[src/rtl/lfsr_scrambler_par_if.sv]
// Valid/ready streaming bundle for the word-parallel LFSR scrambler.
// The upstream side drives in_*, the downstream side consumes out_*.
interface lfsr_scrambler_par_if #(
  parameter int DATA_W = 8
);
  logic              in_valid;
  logic              in_ready;
  logic [DATA_W-1:0] in_data;
  logic              out_valid;
  logic              out_ready;
  logic [DATA_W-1:0] out_data;

  // Scrambler side: accepts input words, presents output words.
  modport slave (
    input  in_valid,
    input  in_data,
    output in_ready,
    output out_valid,
    output out_data,
    input  out_ready
  );

  // Environment side: produces input words, consumes output words.
  modport master (
    output in_valid,
    output in_data,
    input  in_ready,
    input  out_valid,
    input  out_data,
    output out_ready
  );
endinterface

[src/rtl/lfsr_scrambler_par.sv]
// Word-parallel Fibonacci LFSR scrambler/descrambler.
// MODE 0: additive keystream, optional periodic reload of SEED.
// MODE 1: self-synchronising scramble (feeds back the scrambled bit).
// MODE 2: self-synchronising descramble (feeds back the received bit).
// Bit 0 of each word is processed first; all DATA_W steps settle in one cycle.
module lfsr_scrambler_par #(
  parameter int                LFSR_W      = 15,
  parameter logic [LFSR_W-1:0] TAPS        = 15'h6000,
  parameter int                DATA_W      = 8,
  parameter logic [LFSR_W-1:0] SEED        = 15'h7FFF,
  parameter int                MODE        = 0,
  parameter int                SYNC_PERIOD = 0
) (
  input  logic                clk,
  input  logic                reset,
  input  logic                seed_load,
  input  logic [LFSR_W-1:0]   seed_value,
  lfsr_scrambler_par_if.slave bus,
  output logic [LFSR_W-1:0]   lfsr_out,
  output logic                lockup
);

  localparam bit RESYNC_EN = (MODE == 0) && (SYNC_PERIOD > 0);
  localparam int CNT_W     = (SYNC_PERIOD > 1) ? $clog2(SYNC_PERIOD + 1) : 1;
  localparam logic [CNT_W-1:0] CNT_LAST = CNT_W'(SYNC_PERIOD - 1);

  logic [LFSR_W-1:0] state_q, state_d;
  logic [CNT_W-1:0]  cnt_q, cnt_d;
  logic              out_valid_q, out_valid_d;
  logic [DATA_W-1:0] out_data_q, out_data_d;

  logic [LFSR_W-1:0] walk;
  logic [DATA_W-1:0] word_scr;
  logic              tap_bit;
  logic              fb_bit;
  logic              accept;
  logic              resync_hit;

  // Seed load blocks acceptance so a reload never races a state advance.
  assign bus.in_ready  = !seed_load && (!out_valid_q || bus.out_ready);
  assign bus.out_valid = out_valid_q;
  assign bus.out_data  = out_data_q;
  assign lfsr_out      = state_q;
  assign lockup        = (MODE == 0) && (state_q == '0);

  assign accept     = bus.in_valid && bus.in_ready;
  assign resync_hit = RESYNC_EN && (cnt_q == CNT_LAST);

  // Unrolled per-bit LFSR walk over the whole input word.
  always_comb begin
    walk     = state_q;
    word_scr = '0;
    tap_bit  = 1'b0;
    fb_bit   = 1'b0;
    for (int i = 0; i < DATA_W; i++) begin
      tap_bit     = ^(walk & TAPS);
      word_scr[i] = bus.in_data[i] ^ tap_bit;
      case (MODE)
        1:       fb_bit = word_scr[i];
        2:       fb_bit = bus.in_data[i];
        default: fb_bit = tap_bit;
      endcase
      walk = {walk[LFSR_W-2:0], fb_bit};
    end
  end

  // Next-state selection: output holding register, LFSR state, resync counter.
  always_comb begin
    state_d     = state_q;
    cnt_d       = cnt_q;
    out_valid_d = out_valid_q;
    out_data_d  = out_data_q;
    if (accept) begin
      out_valid_d = 1'b1;
      out_data_d  = word_scr;
    end else if (bus.out_ready) begin
      out_valid_d = 1'b0;
    end
    if (seed_load) begin
      state_d = seed_value;
      cnt_d   = '0;
    end else if (accept) begin
      if (resync_hit) begin
        // The word that completes the period still used the old state.
        state_d = SEED;
        cnt_d   = '0;
      end else begin
        state_d = walk;
        if (RESYNC_EN) begin
          cnt_d = cnt_q + CNT_W'(1);
        end
      end
    end
  end

  // Registers with synchronous reset; reset drops any held output word.
  always_ff @(posedge clk) begin
    if (reset) begin
      state_q     <= SEED;
      cnt_q       <= '0;
      out_valid_q <= 1'b0;
      out_data_q  <= '0;
    end else begin
      state_q     <= state_d;
      cnt_q       <= cnt_d;
      out_valid_q <= out_valid_d;
      out_data_q  <= out_data_d;
    end
  end

endmodule

[src/flat_wrapper.sv]
// flat-port wrapper written by rule: the top's interface ports become plain ports
module lfsr_scrambler_par_flat 
#(
  parameter int                LFSR_W      = 15,
  parameter logic [LFSR_W-1:0] TAPS        = 15'h6000,
  parameter int                DATA_W      = 8,
  parameter logic [LFSR_W-1:0] SEED        = 15'h7FFF,
  parameter int                MODE        = 0,
  parameter int                SYNC_PERIOD = 0
)
  (clk, reset, seed_load, seed_value, lfsr_out, lockup, bus_in_valid, bus_in_data, bus_in_ready, bus_out_valid, bus_out_data, bus_out_ready);
  lfsr_scrambler_par_if #(.DATA_W(DATA_W)) bus_i ();
  input  logic clk;
  input  logic reset;
  input  logic seed_load;
  input  logic [LFSR_W-1:0] seed_value;
  output logic [LFSR_W-1:0] lfsr_out;
  output logic lockup;
  input wire logic [$bits(bus_i.in_valid)-1:0] bus_in_valid;
  input wire logic [$bits(bus_i.in_data)-1:0] bus_in_data;
  output wire logic [$bits(bus_i.in_ready)-1:0] bus_in_ready;
  output wire logic [$bits(bus_i.out_valid)-1:0] bus_out_valid;
  output wire logic [$bits(bus_i.out_data)-1:0] bus_out_data;
  input wire logic [$bits(bus_i.out_ready)-1:0] bus_out_ready;
  assign bus_i.in_valid = bus_in_valid;
  assign bus_i.in_data = bus_in_data;
  assign bus_in_ready = bus_i.in_ready;
  assign bus_out_valid = bus_i.out_valid;
  assign bus_out_data = bus_i.out_data;
  assign bus_i.out_ready = bus_out_ready;
  lfsr_scrambler_par #(.LFSR_W(LFSR_W), .TAPS(TAPS), .DATA_W(DATA_W), .SEED(SEED), .MODE(MODE), .SYNC_PERIOD(SYNC_PERIOD)) u_core (.clk(clk), .reset(reset), .seed_load(seed_load), .seed_value(seed_value), .bus(bus_i), .lfsr_out(lfsr_out), .lockup(lockup));
endmodule
[config.mk]
export PLATFORM = sky130hd
export DESIGN_NAME = lfsr_scrambler_par_flat
export DESIGN_NICKNAME = d
export VERILOG_FILES = /design/src/rtl/lfsr_scrambler_par_if.sv /design/src/rtl/lfsr_scrambler_par.sv /design/src/flat_wrapper.sv
export SDC_FILE = /design/constraint.sdc
export NUM_CORES = 1
export LEC_CHECK = 0
export ABC_AREA = 1
export CELL_PAD_IN_SITES_DETAIL_PLACEMENT = 0
export CELL_PAD_IN_SITES_GLOBAL_PLACEMENT = 1
export CORE_MARGIN = 10
export CORE_UTILIZATION = 29
export DETAILED_ROUTE_END_ITERATION = 10
export HOLD_SLACK_MARGIN = 0.15
export PLACE_DENSITY_LB_ADDON = 0.1
export RECOVER_POWER = 50
export SYNTH_ARGS = -nofsm -noshare
export SYNTH_HDL_FRONTEND = slang
export SYNTH_SLANG_ARGS = --single-unit
[constraint.sdc]
create_clock -name clk -period 1.52 [get_ports clk]
set_clock_uncertainty 0.2 [all_clocks]
set_input_delay 0.456 -clock clk [delete_from_list [all_inputs] [get_ports clk]]
set_output_delay 0.456 -clock clk [all_outputs]
set_load 0.01 [all_outputs]
**Word-level counts from Yosys, hierarchy flattened**

Cells that the tools add are included.

- Logic and storage cells: 31
- Output and inout bits: 26
- Input bits: 28
- Register bits: 24

- Reductions and logical operators: 16
- Bitwise logic cells: 8
- Multiplexer cells: 4

Operators by type and width:

| operator | number |
|---|---|
| 15-bit XOR reduction | 8 |
| 15-bit two-way mux | 2 |
| 15-bit zero test | 1 |
| 1-bit bitwise XOR | 8 |
| 2-bit nonzero test | 2 |
| 1-bit logical AND | 2 |
| 1-bit zero test | 2 |
| 1-bit two-way mux | 2 |
| 1-bit logical OR | 1 |

**Logic depth before layout (Yosys ltp)**

Gate-level depths: netlist of the first run.

- Depth in word-level cells: 6
- Gate-level depth with buffers: 7
- Depth with buffers taken out: 6

**Worst setup path after synthesis of the first run**

Ideal clock, no wire load.

- Path type: flip-flop to output port
- From: register u_core.state_q[8] (netlist: u_core.lfsr_out[8])
- To: output lockup
- Buffers on the path: 0
- Setup slack: -95 ps
- Arrival: 959 ps
- Stages on the path, launching flop included: 5
- Data required time: 864 ps
- Path through: dfxtp_1 > inv_1 > ha_1 > nand3_1 > nor3_1

- Longest elaborated chain between the ends: 1

Ends and longest elaborated chain:

| element | line | text |
|---|---|---|
| start: declaration | lfsr_scrambler_par.sv:27 | `logic [LFSR_W-1:0] state_q, state_d;` |
| start signal: assignment | lfsr_scrambler_par.sv:104 | `state_q <= state_d;` |
| 15-bit zero test | lfsr_scrambler_par.sv:44 | `assign lockup = (MODE == 0) && (state_q == '0);` |
| end: declaration | flat_wrapper.sv:18 | `output logic lockup;` |

No other way between the ends.

**Final worst setup path of the first run**

Same ends and word-level chain as after synthesis.

==> results.md, run 1 <==
* Num Clock Sinks at 24
* Vias in the first global route at 1,500
* Setup TNS at -0.454 ns
* Power Density at between 700 and 800 nW/µm²
* Clock Tree Root: clkbuf_8
* First-pass GRT wire length at roughly 7400 µm
* Leakage at between 1 and 1.5 nW
* Global route total overflow at 0
* RSZ-0062 raised after global routing: yes
* Worst Max-Slew Pin Slew at 0.214 ns
* Post-layout min period at approximately 1.9 ns
* 1st-pass router iterations at 4
* Critical path peak fanout at 2
* # diodes at 0
* Final setup fails at 6
* DRT iter0 DRCs at 34
* Design Area, Final at about 2300 µm²
* Synthesized net count at between 200 and 250
* Final period utilization at 1.24
* Syn-to-layout area delta at 69.9%
* R2R Setup Slk at 0.21 ns
* Die height at 88.7 µm
* R2R depth at 6
* Cells after DPL at 328
* Core area at about 4500 µm²
* Worst setup EP type: primary output
* Gpl congestion at between 0.8 and 0.9
* Setup slack after layout at -0.367 ns
* Worst setup SP type: flop
* Synth Cell Area at 1370 µm²
* Max-slew violations at 0
* IO buf count at between 50 and 60
* Peak supply drop at 0.000350 V
* Synth unique cells at 19
* I/O pin total at 54
* DRT Wirelength at about 4700 µm
* Worst Path Required at approximately 0.86 ns
* Total GRT Usage at 0.118
* Std cell rows at 24
* Mapped Cells at between 200 and 250
* Final Hold Violating Endpoints at 0
* Fmax at 530 MHz
* Synth Register Bits at 24
* Wire length per cell at ~14 µm
* Initial antenna violation count at 0
* Largest net degree at the start of global routing at 20
* Clock slew seen by the registers of the worst setup and hold paths at around 0.090 ns
* Non-Filler Instances at about 340
* CTS Buf Count at 3
* Worst reg2reg path endpoint: u_core.lfsr_out[2]
* Die area at a little under 8000 µm²
* CTS tree: done
* Hpwl dp at about 3500 µm
* RR Startpoint: u_core.bus.out_valid
* Vias/cell at between 4 and 5
* Total power at ~0.0018 W
* Post-synthesis sequential area ratio at 0.351
* Nets at 316
* Detailed-route DRC error count at 0
* Share of cells above drive strength 1 at 0.329
* Die extent in x at between 80 and 90 µm
* Synthesis Warnings at 0
* Failing checks: negative setup slack
* Crit Path Category: reg2out
* Max transition margin at 0.857
* Worst hold path class: reg2reg
* Crit. Startpoint: u_core.lfsr_out[8]
* Post-DP Area at between 2000 and 2500 µm²
* Clock Latency Late Sink at ~0.27 ns
* Status: complete, but fails checks
* Arrival time at the worst endpoint at 1.23 ns
* Crit path capture: lockup
* Utilization after layout at 0.520
* Vias at between 1,500 and 2,000
* Number of max-cap violations at 0
* H-tree depth at 1
* Initial core utilization at 0.306
* Syn Area/Cell at 6.72 µm²
* DRT antenna net count at 0
* CTS Buffer Depth at 2
[per-stage QoR]
| stage | worst slack (ns) | hold WS (ns) |
|---|---|---|
| floorplan | -0.0337 | 0.326 |
| global placement | -0.880 | 0.300 |
| detailed placement | -0.874 | 0.298 |
| CTS | -0.376 | 0.315 |
| global route | -0.443 | 0.335 |
| finish | -0.367 | 0.314 |
[sequential cells by signal, summed over array words and instances (netlist names)]
name	flops
u_core.bus.out_data	8
u_core.lfsr_out	15
u_core.bus.out_valid	1
[critical path, stage by stage, from the launching register on]
cell     delay, ns
dfxtp_2       0.33
inv_2         0.08
ha_4          0.14
nand3_2       0.07
nor3_2        0.17
buf_2         0.16
[synthesized netlist by cell type, drive strengths merged]
cell type  instances  share of area
ha                 4          0.037
buf                9          0.050
nand3             55           0.21
clkinv             1         0.0027
nor3               1         0.0036
a21oi             16          0.067
inv               24          0.069
nand3b             1         0.0055
nor2              19          0.052
dfxtp             24           0.35
xor2               4          0.026
nand2             44           0.12
clkbuf             2         0.0064
[metal layers]
metal  up-vias  part of all wire  GRT usage  wire, µm
met3         2             0.064     0.0395       300
met2        33              0.46      0.187      2160
met4         0            0.0043     0.0294        20
met5         -                 0          0         0
li1        813                 -          -         -
met1       670              0.47      0.150      2180
[cells in the final DEF, fill, tap and decap left out]
cell type        synthesis  layout
clkdlybuf4s15_1          0       1
clkdlybuf4s15_2          0       2
clkdlybuf4s50_1          0      24
nand3_1                 54      53
clkbuf_1                 1       5
buf_12                   0       3
inv_6                    1       1
nand3_4                  1       1
nor2_1                  19      19
buf_2                    4       3
buf_6                    3      31
nand3_2                  0       1
buf_4                    2      16
inv_2                    0       9
xor2_1                   4       4
ha_4                     0       3
ha_1                     4       1
inv_1                   23      14
a21oi_4                  1       1
nand2_1                 44      44
dfxtp_2                  0      17
nand3b_1                 1       1
clkbuf_8                 0       4
dlygate4sd3_1            0       1
a21oi_1                 15      15
clkinv_1                 1       1
dfxtp_1                 24       7
nor3_2                   0       1
[where the power goes]
group / switching (W) / leakage (nW) / internal [W] / total [W]
Combinational: 0.000291 / 0.894 / 0.000353 / 0.000643
Clock: 0.000229 / 0.0288 / 0.000232 / 0.000461
Sequential: 0.0000331 / 0.196 / 0.000688 / 0.000722
Total: 0.000553 / 1.12 / 0.00127 / 0.00183
[repair_timing]
item                                    CTS  global route
pin swaps                                 2             3
hold buffers                              0             0
endpoints found under the setup margin   50            22
resized for setup                       139            29
setup buffers                             2             4
[cell families (layout without fill, tap and decap cells)]
family                   after synthesis  count (layout)  share of synthesized area
buffers and inverters                 36             115                      0.129
XOR/XNOR                               4               4                     0.0256
AND/OR/NAND/NOR                      120             120                      0.392
flip-flops                            24              24                      0.351
AO/OA/AOI/OAI                         16              16                     0.0667
adder cells (fa/ha/maj)                4               4                     0.0365
[area by class of cell]
cell class,instances,area (µm²)
sequential,24,502
clock buffer,4,55.1
timing repair buffer,86,846
fill,467,2150
tap,52,65.1
multi-input combinational,144,761
inverter,25,98.8
[worst min-delay path by stage]
stage,start,to,slack [ns],cells past startpoint
6_report,u_core.bus.out_data[7],u_core.bus.out_data[7],0.31,4
5_1_grt,u_core.bus.out_data[3],u_core.bus.out_data[3],0.34,4
4_1_cts,u_core.bus.out_data[7],u_core.bus.out_data[7],0.32,4
3_5_place_dp,u_core.bus.out_data[7],u_core.bus.out_data[7],0.30,4
3_3_place_gp,u_core.bus.out_data[3],u_core.bus.out_data[3],0.30,4
2_1_floorplan,u_core.lfsr_out[5],u_core.lfsr_out[5],0.33,2
No activity file was read; power rests on OpenSTA's default activity.
==> inputs of run 2 (changes only) <==
Settings changed: CELL_PAD_IN_SITES_DETAIL_PLACEMENT 0 to not set, CELL_PAD_IN_SITES_GLOBAL_PLACEMENT 1 to not set, CORE_UTILIZATION 29 to 43, PLACE_DENSITY set to 0.79, PLACE_DENSITY_LB_ADDON 0.1 to not set.
==> run 2 against run 1 <==
The flow still finishes with violations (negative setup slack). Worst setup slack worse by 0.083 ns. Critical path depth stayed put. Final area is 0.97% higher. Fmax is 4.2% lower. Die area is 26% lower. Hold slack better by 0.0034 ns. Sequential cell count stayed put. Core utilization is 25 points higher. Combinational power is 7.8% higher. Critical path type unchanged. Critical endpoint unchanged. Largest power group unchanged.
==> results.md, run 2 (same netlist as run 1, synthesis figures left out) <==
* Clock network power share at 0.200 (-0.053)
* Largest net degree at the start of global routing at 18 (-10%)
* DRT iter0 DRCs at 184 (+440%)
* Core area at 3050 µm² (-32%)
* Worst hold path class: reg2reg
* Most frequent cells in the layout: nand3_1, nand2_1, buf_6
* Multi-input logic area at 761 µm² (unchanged)
* CTS Hold Buffers Added at 0 (unchanged)
* Initial antenna violation count at 0 (unchanged)
* Post-layout min period at 1.97 ns (+0.0830 ns)
* DRT Wirelength at 5230 µm (+12%)
* Most common cell after layout, fill and taps aside: nand3_1
* CTS tree: done
* Vias at 1,706 (+12%)
* Peak supply drop at 0.000434 V (+24%)
* Cell Int Power at 0.00121 W (-4.8%)
* Die height at 76.4 µm (-14%)
* Clock slew seen by the registers of the worst setup and hold paths at 0.15 ns (+0.06 ns)
* Status: complete, but fails checks
* Std cell rows at 20 (-17%)
* H-tree depth at 1 (unchanged)
* Sw Pwr at 0.000568 W (+2.7%)
* Total power at 0.00178 W (-2.6%)
* Share of cells above drive strength 1 at 0.389 (+0.0605)
* Nets at 326 (+3.2%)
* Max-slew violations at 0 (unchanged)
* # diodes at 0 (unchanged)
* Reg power frac at 0.410 (+0.015)
* Switching share of power at 0.319 (+0.0163)
* Worst Path Required at 0.86 ns (about the same)
* Wire length per cell at 15.5 µm (+11%)
* Clock Tree Root: clkbuf_4
* Gpl congestion at 0.796 (-1.7%)
* Crit Path Category: reg2out
* Failing checks: negative setup slack
* CTS Buffer Depth at 2 (unchanged)
* 1st-pass router iterations at 4 (unchanged)
* Final period utilization at 1.30 (+0.0546)
* Final setup fails at 17 (+11)
* Num Clock Sinks at 24 (unchanged)
* Max FFs per register at 15 (unchanged)
* Fmax at 508 MHz (-4.2%)
* Number of max-cap violations at 0 (unchanged)
* Final Hold Violating Endpoints at 0 (unchanged)
* Combinational power share at 0.390 (+0.038)
* Worst setup SP type: flop
* RSZ-0062 raised after global routing: yes
* Fillers at 203 (-57%)
* Setup slack after layout at -0.450 ns (-0.0830 ns)
* Global route total overflow at 0 (unchanged)
* Clock Latency Late Sink at 0.32 ns (+0.05 ns)
* CTS Buf Count at 3 (unchanged)
* Die extent in x at 76.4 µm (-14%)
* First-pass GRT wire length at 8020 µm (+9.0%)
* Critical path peak fanout at 2 (unchanged)
* Total GRT Usage at 0.167 (+0.0488)
* Area occupied by registers at 510 µm² (+1.7%)
* Max transition margin at 0.732 (-0.125)
* Hpwl dp at 3440 µm (-0.50%)
* Leakage at 1.17 nW (+4.7%)
* Initial core utilization at 0.449 (+0.143)
* Vias/cell at 5.06 (+12%)
* Detailed-route DRC error count at 0 (unchanged)
* Syn-to-layout area delta at 71.5%
* Arrival time at the worst endpoint at 1.31 ns (+0.08 ns)
* Vias in the first global route at 1,642 (+9.5%)
* DRT antenna net count at 0 (unchanged)
* I/O pin total at 54 (unchanged)
* Power Density at 757 nW/µm² (-3.5%)
* Cells after DPL at 321 (-2.1%)
* Non-Filler Instances at 337 (+0.60%)
* Worst setup EP type: primary output
* Pre-CTS setup slack at -0.833 ns (+0.0411 ns)
* Worst Max-Slew Pin Slew at 0.402 ns (+0.188 ns)
* IO buf count at 53 (unchanged)
* Die area at 5840 µm² (-26%)
-- run 2: power groups by stage --
| stage | logic [W] | registers [W] | clock network [W] |
|---|---|---|---|
| 3_5_place_dp | 0.000600 | 0.000721 | 0 |
| 6_report | 0.000693 | 0.000730 | 0.000357 |
| 2_1_floorplan | 0.000239 | 0.000762 | 0 |
| 5_1_grt | 0.000747 | 0.000735 | 0.000392 |
| 4_1_cts | 0.000655 | 0.000724 | 0.000352 |
| 3_3_place_gp | 0.000592 | 0.000718 | 0 |
-- run 2: layer usage --
metal  global-route usage  up-vias  routed length [µm]
li1                     -      841                   -
met1                0.191      772                2110
met2                0.295       79                2640
met3               0.0307       14                 319
met4               0.0688        0                 157
met5                    0        -                   0
-- run 2: path summary, 6_finish.rpt --
| path | cells past startpoint | to | startpoint | slack, ns |
|---|---|---|---|---|
| worst max-delay path | 5 | lockup | u_core.lfsr_out[6] | -0.45 |
| worst min-delay path | 4 | u_core.bus.out_data[7] | u_core.bus.out_data[7] | 0.32 |
| worst max register to register | 5 | u_core.bus.out_data[1] | u_core.lfsr_out[13] | 0.17 |
| worst min register to register | 4 | u_core.bus.out_data[7] | u_core.bus.out_data[7] | 0.32 |
-- run 2: stage by stage --
stage | util | TNS (ns) | hold WS (ns) | area [µm²]
6_report | 0.770 | -1.24 | 0.317 | 2350
5_1_grt | 0.770 | -2.11 | 0.335 | 2350
4_1_cts | 0.756 | -1.23 | 0.316 | 2310
3_5_place_dp | 0.701 | -14.07 | 0.298 | 2140
3_3_place_gp | 0.701 | -13.33 | 0.298 | 2140
2_1_floorplan | - | -0.0475 | 0.326 | 1380
-- run 2: area by class of cell --
class,count,share of cell area
Multi-Input combinational cell,144,0.324
Sequential cell,24,0.217
Inverter,25,0.0431
Tap cell,44,0.0234
Timing Repair Buffer,96,0.377
Clock buffer,4,0.0154
-- run 2: what timing repair did --
action,4_1_cts,5_1_grt
hold endpoints to repair,0,0
setup buffers,6,10
cloned,0,0
pin swaps,5,3
endpoints found under the setup margin,50,18
resized for setup,178,7
-- run 2: worst max-delay path: stages (launching register included) --
cell and delay [ns]:
dfxtp_2 0.36, inv_2 0.09, ha_4 0.15, nand3_2 0.06, nor3_2 0.17, buf_2 0.16
